===== src/rtl/jt900h_busarb_if.sv =====
// Bus bundle between the requesters (store / indexed load / opcode fetch),
// the arbiter and the external 16-bit RAM port.
//   wr_*     : store request, byte address, one-hot size, data, completion pulse
//   rd_*     : data read request, byte address, one-hot size, completion pulse
//   op_*     : opcode fetch request (always 16 bits), byte address, completion pulse
//   dout     : little-endian read/fetch result, busy: transfer in progress
//   ram_*    : RAM pins (word-aligned byte address, read data, write data, byte enables)
// Modports: slave = arbiter side, master = requester/RAM side.
interface jt900h_busarb_if;
    logic        wr_req;
    logic [23:0] wr_addr;
    logic [2:0]  wr_len;
    logic [31:0] wr_data;
    logic        wr_rdy;
    logic        rd_req;
    logic [23:0] rd_addr;
    logic [2:0]  rd_len;
    logic        rd_rdy;
    logic        op_req;
    logic [23:0] op_addr;
    logic        op_rdy;
    logic [31:0] dout;
    logic        busy;
    logic [23:0] ram_addr;
    logic [15:0] ram_dout;
    logic [15:0] ram_din;
    logic [1:0]  ram_we;

    modport slave (
        input  wr_req, wr_addr, wr_len, wr_data,
        input  rd_req, rd_addr, rd_len,
        input  op_req, op_addr,
        input  ram_dout,
        output wr_rdy, rd_rdy, op_rdy, dout, busy,
        output ram_addr, ram_din, ram_we
    );

    modport master (
        output wr_req, wr_addr, wr_len, wr_data,
        output rd_req, rd_addr, rd_len,
        output op_req, op_addr,
        output ram_dout,
        input  wr_rdy, rd_rdy, op_rdy, dout, busy,
        input  ram_addr, ram_din, ram_we
    );
endinterface


===== src/rtl/jt900h_busarb.sv =====
// Shares one 16-bit RAM port between store, data read and opcode fetch.
// Each granted transfer (8/16/32 bits, any alignment) is split into aligned
// 16-bit beats; read bytes are packed little-endian into dout.
// Ports:
//   clk  : clock
//   rst  : synchronous reset, active high
//   cen  : clock enable, all state advances only when high
//   bus  : request/response and RAM signals (see jt900h_busarb_if)
// Parameters:
//   RAM_LAT : cen cycles the address is held on a read beat before sampling (1..3)
//   STARVE  : cen cycles a waiting fetch tolerates before it outranks read/write
module jt900h_busarb #(
    parameter int unsigned RAM_LAT = 1,
    parameter int unsigned STARVE  = 8
) (
    input  logic            clk,
    input  logic            rst,
    input  logic            cen,
    jt900h_busarb_if.slave  bus
);
    localparam int unsigned CntW = $clog2(STARVE + 1);

    typedef enum logic [1:0] {StIdle, StBeat, StWait, StDone} state_e;

    state_e         state_q, state_d;
    logic [2:0]     kind_q, kind_d;        // one-hot: [0] store, [1] read, [2] fetch
    logic [23:0]    ram_addr_q, ram_addr_d;
    logic           lo_q, lo_d;            // start address is odd
    logic [2:0]     bytes_q, bytes_d;
    logic [1:0]     nbeat_q, nbeat_d;
    logic [1:0]     beat_q, beat_d;
    logic [1:0]     lat_q, lat_d;
    logic [31:0]    acc_q, acc_d;
    logic [31:0]    wdata_q, wdata_d;
    logic [31:0]    dout_q, dout_d;
    logic [CntW-1:0] starve_q, starve_d;

    // Grant decode
    logic           op_urgent, g_wr, g_rd, g_op;
    logic [23:0]    g_addr;
    logic [2:0]     g_len, g_bytes;

    // Per-lane view of the current beat: lane 0 = even byte, lane 1 = odd byte
    logic [3:0]     lane_off [2];
    logic [1:0]     lane_en;
    logic [15:0]    lane_din;
    logic [31:0]    acc_merged;
    logic           last_lat;

    always_ff @(posedge clk) begin
        if (rst) begin
            state_q    <= StIdle;
            kind_q     <= '0;
            ram_addr_q <= '0;
            lo_q       <= 1'b0;
            bytes_q    <= '0;
            nbeat_q    <= '0;
            beat_q     <= '0;
            lat_q      <= '0;
            acc_q      <= '0;
            wdata_q    <= '0;
            dout_q     <= '0;
            starve_q   <= '0;
        end else begin
            state_q    <= state_d;
            kind_q     <= kind_d;
            ram_addr_q <= ram_addr_d;
            lo_q       <= lo_d;
            bytes_q    <= bytes_d;
            nbeat_q    <= nbeat_d;
            beat_q     <= beat_d;
            lat_q      <= lat_d;
            acc_q      <= acc_d;
            wdata_q    <= wdata_d;
            dout_q     <= dout_d;
            starve_q   <= starve_d;
        end
    end

    always_comb begin
        op_urgent = bus.op_req && (starve_q >= CntW'(STARVE));
        g_wr      = bus.wr_req && !op_urgent;
        g_rd      = bus.rd_req && !bus.wr_req && !op_urgent;
        g_op      = bus.op_req && (op_urgent || (!bus.wr_req && !bus.rd_req));
        g_addr    = g_wr ? bus.wr_addr : (g_rd ? bus.rd_addr : bus.op_addr);
        g_len     = g_wr ? bus.wr_len  : (g_rd ? bus.rd_len  : 3'b010);
        case (g_len)
            3'b010:  g_bytes = 3'd2;
            3'b100:  g_bytes = 3'd4;
            default: g_bytes = 3'd1;
        endcase
    end

    // Byte offset within the transfer carried by each lane; negative offsets
    // wrap to large values and so fall outside the enable window.
    always_comb begin
        acc_merged = acc_q;
        for (int b = 0; b < 2; b++) begin
            lane_off[b] = {1'b0, beat_q, 1'b0} + 4'(b) - {3'b000, lo_q};
            lane_en[b]  = lane_off[b] < {1'b0, bytes_q};
            lane_din[b*8 +: 8] = wdata_q[{lane_off[b][1:0], 3'b000} +: 8];
            if (lane_en[b]) begin
                acc_merged[{lane_off[b][1:0], 3'b000} +: 8] = bus.ram_dout[b*8 +: 8];
            end
        end
        last_lat = kind_q[0] || (lat_q == 2'(RAM_LAT - 1));
    end

    always_comb begin
        state_d    = state_q;
        kind_d     = kind_q;
        ram_addr_d = ram_addr_q;
        lo_d       = lo_q;
        bytes_d    = bytes_q;
        nbeat_d    = nbeat_q;
        beat_d     = beat_q;
        lat_d      = lat_q;
        acc_d      = acc_q;
        wdata_d    = wdata_q;
        dout_d     = dout_q;
        starve_d   = starve_q;
        if (cen) begin
            if (state_q == StIdle && g_op) begin
                starve_d = '0;
            end else if (bus.op_req && starve_q < CntW'(STARVE)) begin
                starve_d = starve_q + 1'b1;
            end
            case (state_q)
                StIdle: begin
                    if (g_wr || g_rd || g_op) begin
                        kind_d     = {g_op, g_rd, g_wr};
                        ram_addr_d = {g_addr[23:1], 1'b0};
                        lo_d       = g_addr[0];
                        bytes_d    = g_bytes;
                        nbeat_d    = 2'(({2'b00, g_addr[0]} + g_bytes + 3'd1) >> 1);
                        beat_d     = '0;
                        lat_d      = '0;
                        acc_d      = '0;
                        wdata_d    = bus.wr_data;
                        state_d    = StBeat;
                    end
                end
                StBeat, StWait: begin
                    if (!last_lat) begin
                        lat_d   = lat_q + 2'd1;
                        state_d = StWait;
                    end else begin
                        if (!kind_q[0]) acc_d = acc_merged;
                        if (beat_q == nbeat_q - 2'd1) begin
                            if (!kind_q[0]) dout_d = acc_merged;
                            state_d = StDone;
                        end else begin
                            beat_d     = beat_q + 2'd1;
                            lat_d      = '0;
                            ram_addr_d = ram_addr_q + 24'd2;  // wraps at 24 bits
                            state_d    = StBeat;
                        end
                    end
                end
                default: state_d = StIdle;
            endcase
        end
    end

    // Outputs decode registered state only, so cen=0 holds them.
    always_comb begin
        bus.ram_addr = ram_addr_q;
        bus.ram_we   = '0;
        bus.ram_din  = '0;
        if (state_q == StBeat && kind_q[0]) begin
            bus.ram_we  = lane_en;
            bus.ram_din = lane_din;
        end
        bus.busy   = (state_q == StBeat) || (state_q == StWait);
        bus.wr_rdy = (state_q == StDone) && kind_q[0];
        bus.rd_rdy = (state_q == StDone) && kind_q[1];
        bus.op_rdy = (state_q == StDone) && kind_q[2];
        bus.dout   = dout_q;
    end
endmodule

===== src/flat_wrapper.sv =====
// flat-port wrapper written by rule: the top's interface ports become plain ports
module jt900h_busarb_flat 
#(
    parameter int unsigned RAM_LAT = 1,
    parameter int unsigned STARVE  = 8
)
  (clk, rst, cen, bus_wr_req, bus_wr_addr, bus_wr_len, bus_wr_data, bus_rd_req, bus_rd_addr, bus_rd_len, bus_op_req, bus_op_addr, bus_ram_dout, bus_wr_rdy, bus_rd_rdy, bus_op_rdy, bus_dout, bus_busy, bus_ram_addr, bus_ram_din, bus_ram_we);
  jt900h_busarb_if bus_i ();
  input  logic clk;
  input  logic rst;
  input  logic cen;
  input wire logic [$bits(bus_i.wr_req)-1:0] bus_wr_req;
  input wire logic [$bits(bus_i.wr_addr)-1:0] bus_wr_addr;
  input wire logic [$bits(bus_i.wr_len)-1:0] bus_wr_len;
  input wire logic [$bits(bus_i.wr_data)-1:0] bus_wr_data;
  input wire logic [$bits(bus_i.rd_req)-1:0] bus_rd_req;
  input wire logic [$bits(bus_i.rd_addr)-1:0] bus_rd_addr;
  input wire logic [$bits(bus_i.rd_len)-1:0] bus_rd_len;
  input wire logic [$bits(bus_i.op_req)-1:0] bus_op_req;
  input wire logic [$bits(bus_i.op_addr)-1:0] bus_op_addr;
  input wire logic [$bits(bus_i.ram_dout)-1:0] bus_ram_dout;
  output wire logic [$bits(bus_i.wr_rdy)-1:0] bus_wr_rdy;
  output wire logic [$bits(bus_i.rd_rdy)-1:0] bus_rd_rdy;
  output wire logic [$bits(bus_i.op_rdy)-1:0] bus_op_rdy;
  output wire logic [$bits(bus_i.dout)-1:0] bus_dout;
  output wire logic [$bits(bus_i.busy)-1:0] bus_busy;
  output wire logic [$bits(bus_i.ram_addr)-1:0] bus_ram_addr;
  output wire logic [$bits(bus_i.ram_din)-1:0] bus_ram_din;
  output wire logic [$bits(bus_i.ram_we)-1:0] bus_ram_we;
  assign bus_i.wr_req = bus_wr_req;
  assign bus_i.wr_addr = bus_wr_addr;
  assign bus_i.wr_len = bus_wr_len;
  assign bus_i.wr_data = bus_wr_data;
  assign bus_i.rd_req = bus_rd_req;
  assign bus_i.rd_addr = bus_rd_addr;
  assign bus_i.rd_len = bus_rd_len;
  assign bus_i.op_req = bus_op_req;
  assign bus_i.op_addr = bus_op_addr;
  assign bus_i.ram_dout = bus_ram_dout;
  assign bus_wr_rdy = bus_i.wr_rdy;
  assign bus_rd_rdy = bus_i.rd_rdy;
  assign bus_op_rdy = bus_i.op_rdy;
  assign bus_dout = bus_i.dout;
  assign bus_busy = bus_i.busy;
  assign bus_ram_addr = bus_i.ram_addr;
  assign bus_ram_din = bus_i.ram_din;
  assign bus_ram_we = bus_i.ram_we;
  jt900h_busarb #(.RAM_LAT(RAM_LAT), .STARVE(STARVE)) u_core (.clk(clk), .rst(rst), .cen(cen), .bus(bus_i));
endmodule

===== config.mk =====
export PLATFORM = sky130hd
export DESIGN_NAME = jt900h_busarb_flat
export DESIGN_NICKNAME = d
export VERILOG_FILES = /design/src/rtl/jt900h_busarb_if.sv /design/src/rtl/jt900h_busarb.sv /design/src/flat_wrapper.sv
export SDC_FILE = /design/constraint.sdc
export NUM_CORES = 1
export LEC_CHECK = 0
export ABC_AREA = 1
export BUFFER_PORTS_ARGS = -buffer_cell sky130_fd_sc_hd__buf_2
export CORE_ASPECT_RATIO = 1.5
export CORE_UTILIZATION = 59
export CTS_CLUSTER_DIAMETER = 40
export DETAILED_ROUTE_END_ITERATION = 7
export PLACE_DENSITY = 0.86
export SLEW_MARGIN = 15
export SYNTH_ARGS = -nofsm -noshare
export SYNTH_HDL_FRONTEND = slang
export SYNTH_SLANG_ARGS = --single-unit

===== constraint.sdc =====
create_clock -name clk -period 5.3 [get_ports clk]
set_input_delay 0.795 -clock clk [delete_from_list [all_inputs] [get_ports clk]]
set_output_delay 0.795 -clock clk [all_outputs]
set_load 0.02 [all_outputs]

# Word-level counts from Yosys, hierarchy flattened
# Index checks and enable logic that the tools add are counted.
# totals
in_bits,132
ff_bits,139
elab_cells,110
out_inout_bits,78
# classes
magnitude_cmp,4
addsub,12
reduce_logical,32
muxes,32
eq_ne,11
n_bitwise,1
n_shift,6
# op_table
op,n
$mux W32,5
$mux W24,5
$bwmux W32,2
$pmux W32 S2,1
$shift A8 B7 Y32 const A,2
$shiftx A32 B6 Y8,2
$shiftx A8 B7 Y32,2
$pmux W24 S2,1
$add A24 B2 Y24 const B,1
$mux W2,9
$mux W16,1
$reduce_and A5 Y1,3
$neg A5 Y7,2
$logic_and A1 B1 Y1,12
$pmux W2 S2,3
$lt A4 B3 Y1,2
$mux W4,2
$mux W3,2
$ne A2 B2 Y1 const B,3
$pmux W3 S2,1
$logic_or A1 B1 Y1,5
$add A2 B1 Y2 const B,2
$add A3 B1 Y4 const B,1
$add A4 B1 Y4 const B,1
other kinds (22),28

# Logic depth before layout (Yosys ltp)
# logic_depth
depth_word,10
mapped_depth,16
depth_no_buf,16

# Worst setup path before layout
# OpenSTA, ideal clock, no wires.
# synth_timing
path_type,register -> output
start,register u_core.lo_q
end,output bus_ram_we[0]
stages_incl_launch_ff,12
arrival_ns,2.443
path_buffers,3
required_time_ns,4.505
path_slack_ns,2.062
path_cell_list,dfxtp_1 inv_1 clkbuf_1 clkbuf_1 ha_1 ha_1 nand2_1 nand2_1 nand2_2 buf_2 nand2_1 nor2_1
# synth_via
elab_chain_len,3
# synth_lines
element,line,source
from (decl),jt900h_busarb.sv:28,"logic lo_q, lo_d;"
from (signal assigned),jt900h_busarb.sv:68,lo_q <= lo_d;
$sub A3 B1 Y4,jt900h_busarb.sv:99,"lane_off[b] = {1'b0, beat_q, 1'b0} + 4'(b) - {3'b000, lo_q};"
$lt A4 B3 Y1,jt900h_busarb.sv:100,"lane_en[b] = lane_off[b] < {1'b0, bytes_q};"
$mux W2,jt900h_busarb.sv:170,if (state_q == StBeat && kind_q[0]) begin
to (decl),flat_wrapper.sv:29,output wire logic [$bits(bus_i.ram_we)-1:0] bus_ram_we;
# Every way passes these cells.

# Final worst setup path
# layout_timing
start,register u_core.beat_q[0]
end,output bus_ram_din[5]
# layout_via
elab_chain_len,3
# layout_lines
element,line,source
from (decl),jt900h_busarb.sv:31,"logic [1:0] beat_q, beat_d;"
from (signal assigned),jt900h_busarb.sv:71,beat_q <= beat_d;
$sub A3 B1 Y4,jt900h_busarb.sv:99,
$shiftx A32 B6 Y8,jt900h_busarb.sv:101,"lane_din[b*8 +: 8] = wdata_q[{lane_off[b][1:0], 3'b000} +: 8];"
$mux W16,jt900h_busarb.sv:170,
to (decl),flat_wrapper.sv:28,output wire logic [$bits(bus_i.ram_din)-1:0] bus_ram_din;
# Every way passes these cells.

==> summary by stage <==
Clock network
Once the clock tree was built, the resizer swapped 0 gates to a different size. The tree built by TritonCTS fans out to about 140 sinks. In this run, post-CTS hold repair placed 0 buffers. The total clock buffers created by CTS is 17. The H-tree generated during clock tree synthesis spans 4 levels. The latest clock arrival within the worst-skew pair is 0.43 ns. Clock-pin slew was measured on the worst setup and hold paths at 0.06 ns. The clock tree from TritonCTS is built. The library cell used as clock root buffer is sky130_fd_sc_hd__clkbuf_16. The maximum count of clock buffers along a single path is 2. Post-CTS timing repair inserted 0 buffers for setup.

Critical path
STA puts the critical path data arrival time at about 3.6 ns. The worst register-to-register path has a depth of 13. The worst register-to-register path ends at u_core.bus.dout[31]. The type of element launching the critical path is a flop. The required time reported for the critical path endpoint is 4.51 ns. The maximum fanout count along the critical path is 15.

The path type of the worst setup path is flop to output pin. The startpoint identified for the worst register-to-register timing path is u_core.beat_q[0]. Broken down by cell family, the worst path's largest delay share belongs to buffers and inverters. For flop-to-flop paths, the worst setup slack is 1.37 ns. Traced cell by cell, the critical path runs through inv_1 > ha_1 > nand2_1 > inv_1 > nand2_1 > o21ai_0 > a221oi_1 > nor2_1 > buf_2.

The element type at the critical path end is an output pin. For this run, the slowest stage of the critical path takes 0.78 ns. The cell type of the slowest stage on the worst timing path is sky130_fd_sc_hd__ha_1. The number of buffers and inverters on the critical path is 3.

Power and ir drop
The internal power component is 2.06 mW. In this run switching power makes up 39.7% of total power. In this run the power density over the cells is between 300 and 400 nW/um2. The worst-case IR drop observed on VDD is 0.000180 V. Combinational cells account for 30.7% of the total power. In this run the static leakage power is 4.77 nW. The relative contribution of the clock network to total power is 33.7%. The total power consumption of the routed design is 3.42 mW. The sequential cell fraction of total power is 35.5%. The net switching power figure is 1.36 mW.

Synthesis
In the synthesized netlist the dominant register cell turns out to be sky130_fd_sc_hd__dfxtp_1. During synthesis, Yosys emitted a total of 0 warnings. The post-synthesis cell area is approximately 8900 um2. After synthesis, flip-flops and latches occupy 31.0% of the total area. The number of different library cells used by synthesis comes to 46. The cell count after synthesis is around 1400. The post-synth net total is about 1600. The share of flip-flops with an asynchronous set or reset after synthesis is 0%. Counting flops with a built-in enable in the synthesized netlist gives 0. The mean instance size in the synthesized netlist is 6.26 um2. The synthesized design contains approximately 140 register bits.

Detailed routing
The remaining routing DRC violations is 0. Detailed routing inserted a total of around 10000 vias. The detail route stage leaves a number of antenna-violating nets equal to 0.

The iteration-0 DRC count of the detailed router is ~550. The detailed-route wire length per cell is 15.2 um. The first detailed-routing pass took 5 iterations.

The final layout contains routed wiring with a total length of 27.0 mm. The via-per-instance ratio is 5.65.

Min path
The worst min-delay path class is flop to flop. The worst hold path was traced through 2 stages. In this run the most critical hold path is launched from u_core.acc_q[18]. The path with the worst hold slack has its endpoint at u_core.acc_q[18].

Place
In this run the tool buffered the top-level ports with 208 buffer cells. Routability-driven placement finished with a final weighted congestion of 1.00. The wire-length estimate of the detail-placed layout is 19.2 mm.

Timing
For this run, the top clock speed supported by timing is roughly 230 MHz. The number of slew-limit violations in the final report is 0. Dividing the final minimum period by the clock period gives 83.2%. The clock skew is 0.0144 ns.

Setup repair after global routing left no endpoint under its margin. Subtracting the final worst setup slack from the clock period gives 4.41 ns. The tightest hold path in the finished design has a slack of approximately 0.46 ns. The tightest slew margin relative to the limit is 38.9%. The number of hold violations in the final report came to 0. The transition time at the pin with the least slew margin is 0.916 ns. The number of setup violations in the final report is 0.

The aggregate negative setup slack is 0 ns.

Final layout
The number of antenna diodes in the final layout is 0. The number of nets in the final layout is 1721. The library cells used most frequently in the layout, excluding fill and tap cells, are sky130_fd_sc_hd__nand2_1, sky130_fd_sc_hd__buf_2, sky130_fd_sc_hd__nor2_1, sky130_fd_sc_hd__inv_1, sky130_fd_sc_hd__dfxtp_1.

The filler cells instantiated in the layout total 1341. The area growth from synthesis to layout is 16.3%. The most common cell after layout, fill and taps aside is sky130_fd_sc_hd__nand2_1. The proportion of layout cells with a drive suffix above 1 is 18.4%.

Global route
The total overflow left after global routing is 0. The number of antenna violations at the first check in global routing was 0. Entering global routing, the biggest net connects 71 pins. The first-pass GRT wire length is roughly 43 mm. The number of global-route vias before repair is 9242. For this run, the total global-route usage over all layers was measured as a little over a third.

Die
The initial core utilization is around three fifths. The die covers 15600 um2. The die is 152 um tall. The core region is 14700 um2.

The number of primary I/O pins is 210. The floorplan has 54 rows. The die is approximately 100 um wide.

Run status
The run finished with clean final reports.

Job
The max-capacitance violation count is 0.
==> worst max-delay path by stage <==
stage / startpoint / cells past startpoint / slack [ns] / endpoint
after floorplan: u_core.lo_q / 11 / 2.06 / bus_ram_we[0]
after global placement: u_core.beat_q[0] / 9 / 1.43 / bus_ram_we[0]
after detailed placement: u_core.beat_q[0] / 9 / 1.39 / bus_ram_we[0]
after CTS: u_core.beat_q[0] / 9 / 0.94 / bus_ram_we[0]
after global routing: u_core.beat_q[0] / 9 / 0.62 / bus_ram_we[0]
final: u_core.beat_q[0] / 9 / 0.89 / bus_ram_din[5]
==> power by group through the flow <==
stage | Combinational [mW] | Clock [mW] | Sequential [mW]
2_1_floorplan | 0.745 | 0 | 1.27
3_3_place_gp | 1.00 | 0 | 1.23
3_5_place_dp | 1.02 | 0 | 1.24
4_1_cts | 1.03 | 1.16 | 1.21
5_1_grt | 1.17 | 1.22 | 1.23
6_report | 1.05 | 1.16 | 1.22
==> cells by family after synthesis <==
logic type                 Yosys count  share of synthesized area [%]
AOI/OAI and AO/OA                  279                           18.2
xor gates and xnor gates             4                          0.393
adders and majority gates           20                           2.81
buffers and inverters              248                           12.1
DFF                                138                           31.0
other                                1                         0.0421
and+or+nand+nor                    732                           35.4
==> routing by layer <==
| metal | track usage [%] | up-vias | part of all wire [%] | routed length [um] |
|---|---|---|---|---|
| li1 | - | 4964 | - | - |
| met1 | 39.7 | 4469 | 38 | 10200 |
| met2 | 60.8 | 506 | 50 | 13500 |
| met3 | 6.51 | 113 | 6.7 | 1820 |
| met4 | 21.2 | 0 | 5.3 | 1420 |
| met5 | 0 | - | 0 | 0 |
==> synthesized netlist by cell type, types with 3 or more instances <==
library cell / instances / area share, %
sky130_fd_sc_hd__buf_4: 19 / 1.6
sky130_fd_sc_hd__dfxtp_1: 138 / 31
sky130_fd_sc_hd__o21ai_1: 16 / 0.90
sky130_fd_sc_hd__buf_6: 7 / 0.89
sky130_fd_sc_hd__nand2_2: 8 / 0.56
sky130_fd_sc_hd__nand3_1: 131 / 7.4
sky130_fd_sc_hd__nand3_2: 5 / 0.56
sky130_fd_sc_hd__nor2_1: 186 / 7.8
sky130_fd_sc_hd__xor2_1: 3 / 0.30
sky130_fd_sc_hd__a21oi_1: 111 / 6.2
sky130_fd_sc_hd__o22ai_1: 4 / 0.28
sky130_fd_sc_hd__a21oi_2: 5 / 0.49
sky130_fd_sc_hd__ha_1: 20 / 2.8
sky130_fd_sc_hd__o211ai_1: 16 / 1.3
sky130_fd_sc_hd__nor3_1: 4 / 0.22
sky130_fd_sc_hd__o2111ai_1: 24 / 2.4
sky130_fd_sc_hd__a221oi_1: 10 / 0.98
sky130_fd_sc_hd__o21ai_0: 85 / 4.8
sky130_fd_sc_hd__nand4_1: 42 / 2.9
sky130_fd_sc_hd__or2_2: 5 / 0.35
sky130_fd_sc_hd__clkbuf_1: 37 / 1.6
sky130_fd_sc_hd__buf_2: 19 / 1.1
sky130_fd_sc_hd__buf_1: 6 / 0.25
sky130_fd_sc_hd__inv_1: 151 / 6.4
sky130_fd_sc_hd__inv_2: 7 / 0.30
sky130_fd_sc_hd__nand2_1: 340 / 14
==> cell type report <==
cell class,instances,area [um2],share of cell area (%)
clock inverter,15,151,1.46
multi-input combinational,1036,5070,48.9
timing repair buffer,216,1100,10.6
tap,196,245,2.37
sequential,138,2760,26.7
inverter,160,603,5.82
clock buffer,17,425,4.11
==> tightest hold or removal path, cell delays in order, from the launching register on <==
cell                      delay (ns)
sky130_fd_sc_hd__dfxtp_1        0.31
sky130_fd_sc_hd__nand2_1        0.06
sky130_fd_sc_hd__a21oi_1        0.05
==> stage by stage <==
stage | instance area [um2] | utilization, % | instances | worst slack, ns
2_1_floorplan | 8910 | - | 1422 | 2.06
3_5_place_dp | 9780 | 66.7 | 1746 | 1.39
3_3_place_gp | 9780 | 66.7 | 1746 | 1.43
5_1_grt | 10400 | 70.6 | 1778 | 0.622
6_report | 10400 | 70.6 | 1778 | 0.891
4_1_cts | 10400 | 70.6 | 1778 | 0.936
==> sequential cells by signal, indices dropped and copies added (netlist names) <==
| signal | flops |
|---|---|
| u_core.acc_q | 32 |
| u_core.bus.dout | 32 |
| u_core.wdata_q | 32 |
| u_core.bus.ram_addr | 23 |
| u_core.starve_q | 4 |
| u_core.bytes_q | 3 |
| u_core.kind_q | 3 |
| u_core.beat_q | 2 |
| u_core.lat_q | 2 |
| u_core.nbeat_q | 2 |
| u_core.state_q | 2 |
| u_core.lo_q | 1 |
Note: power is estimated with default switching activity, not from simulation.
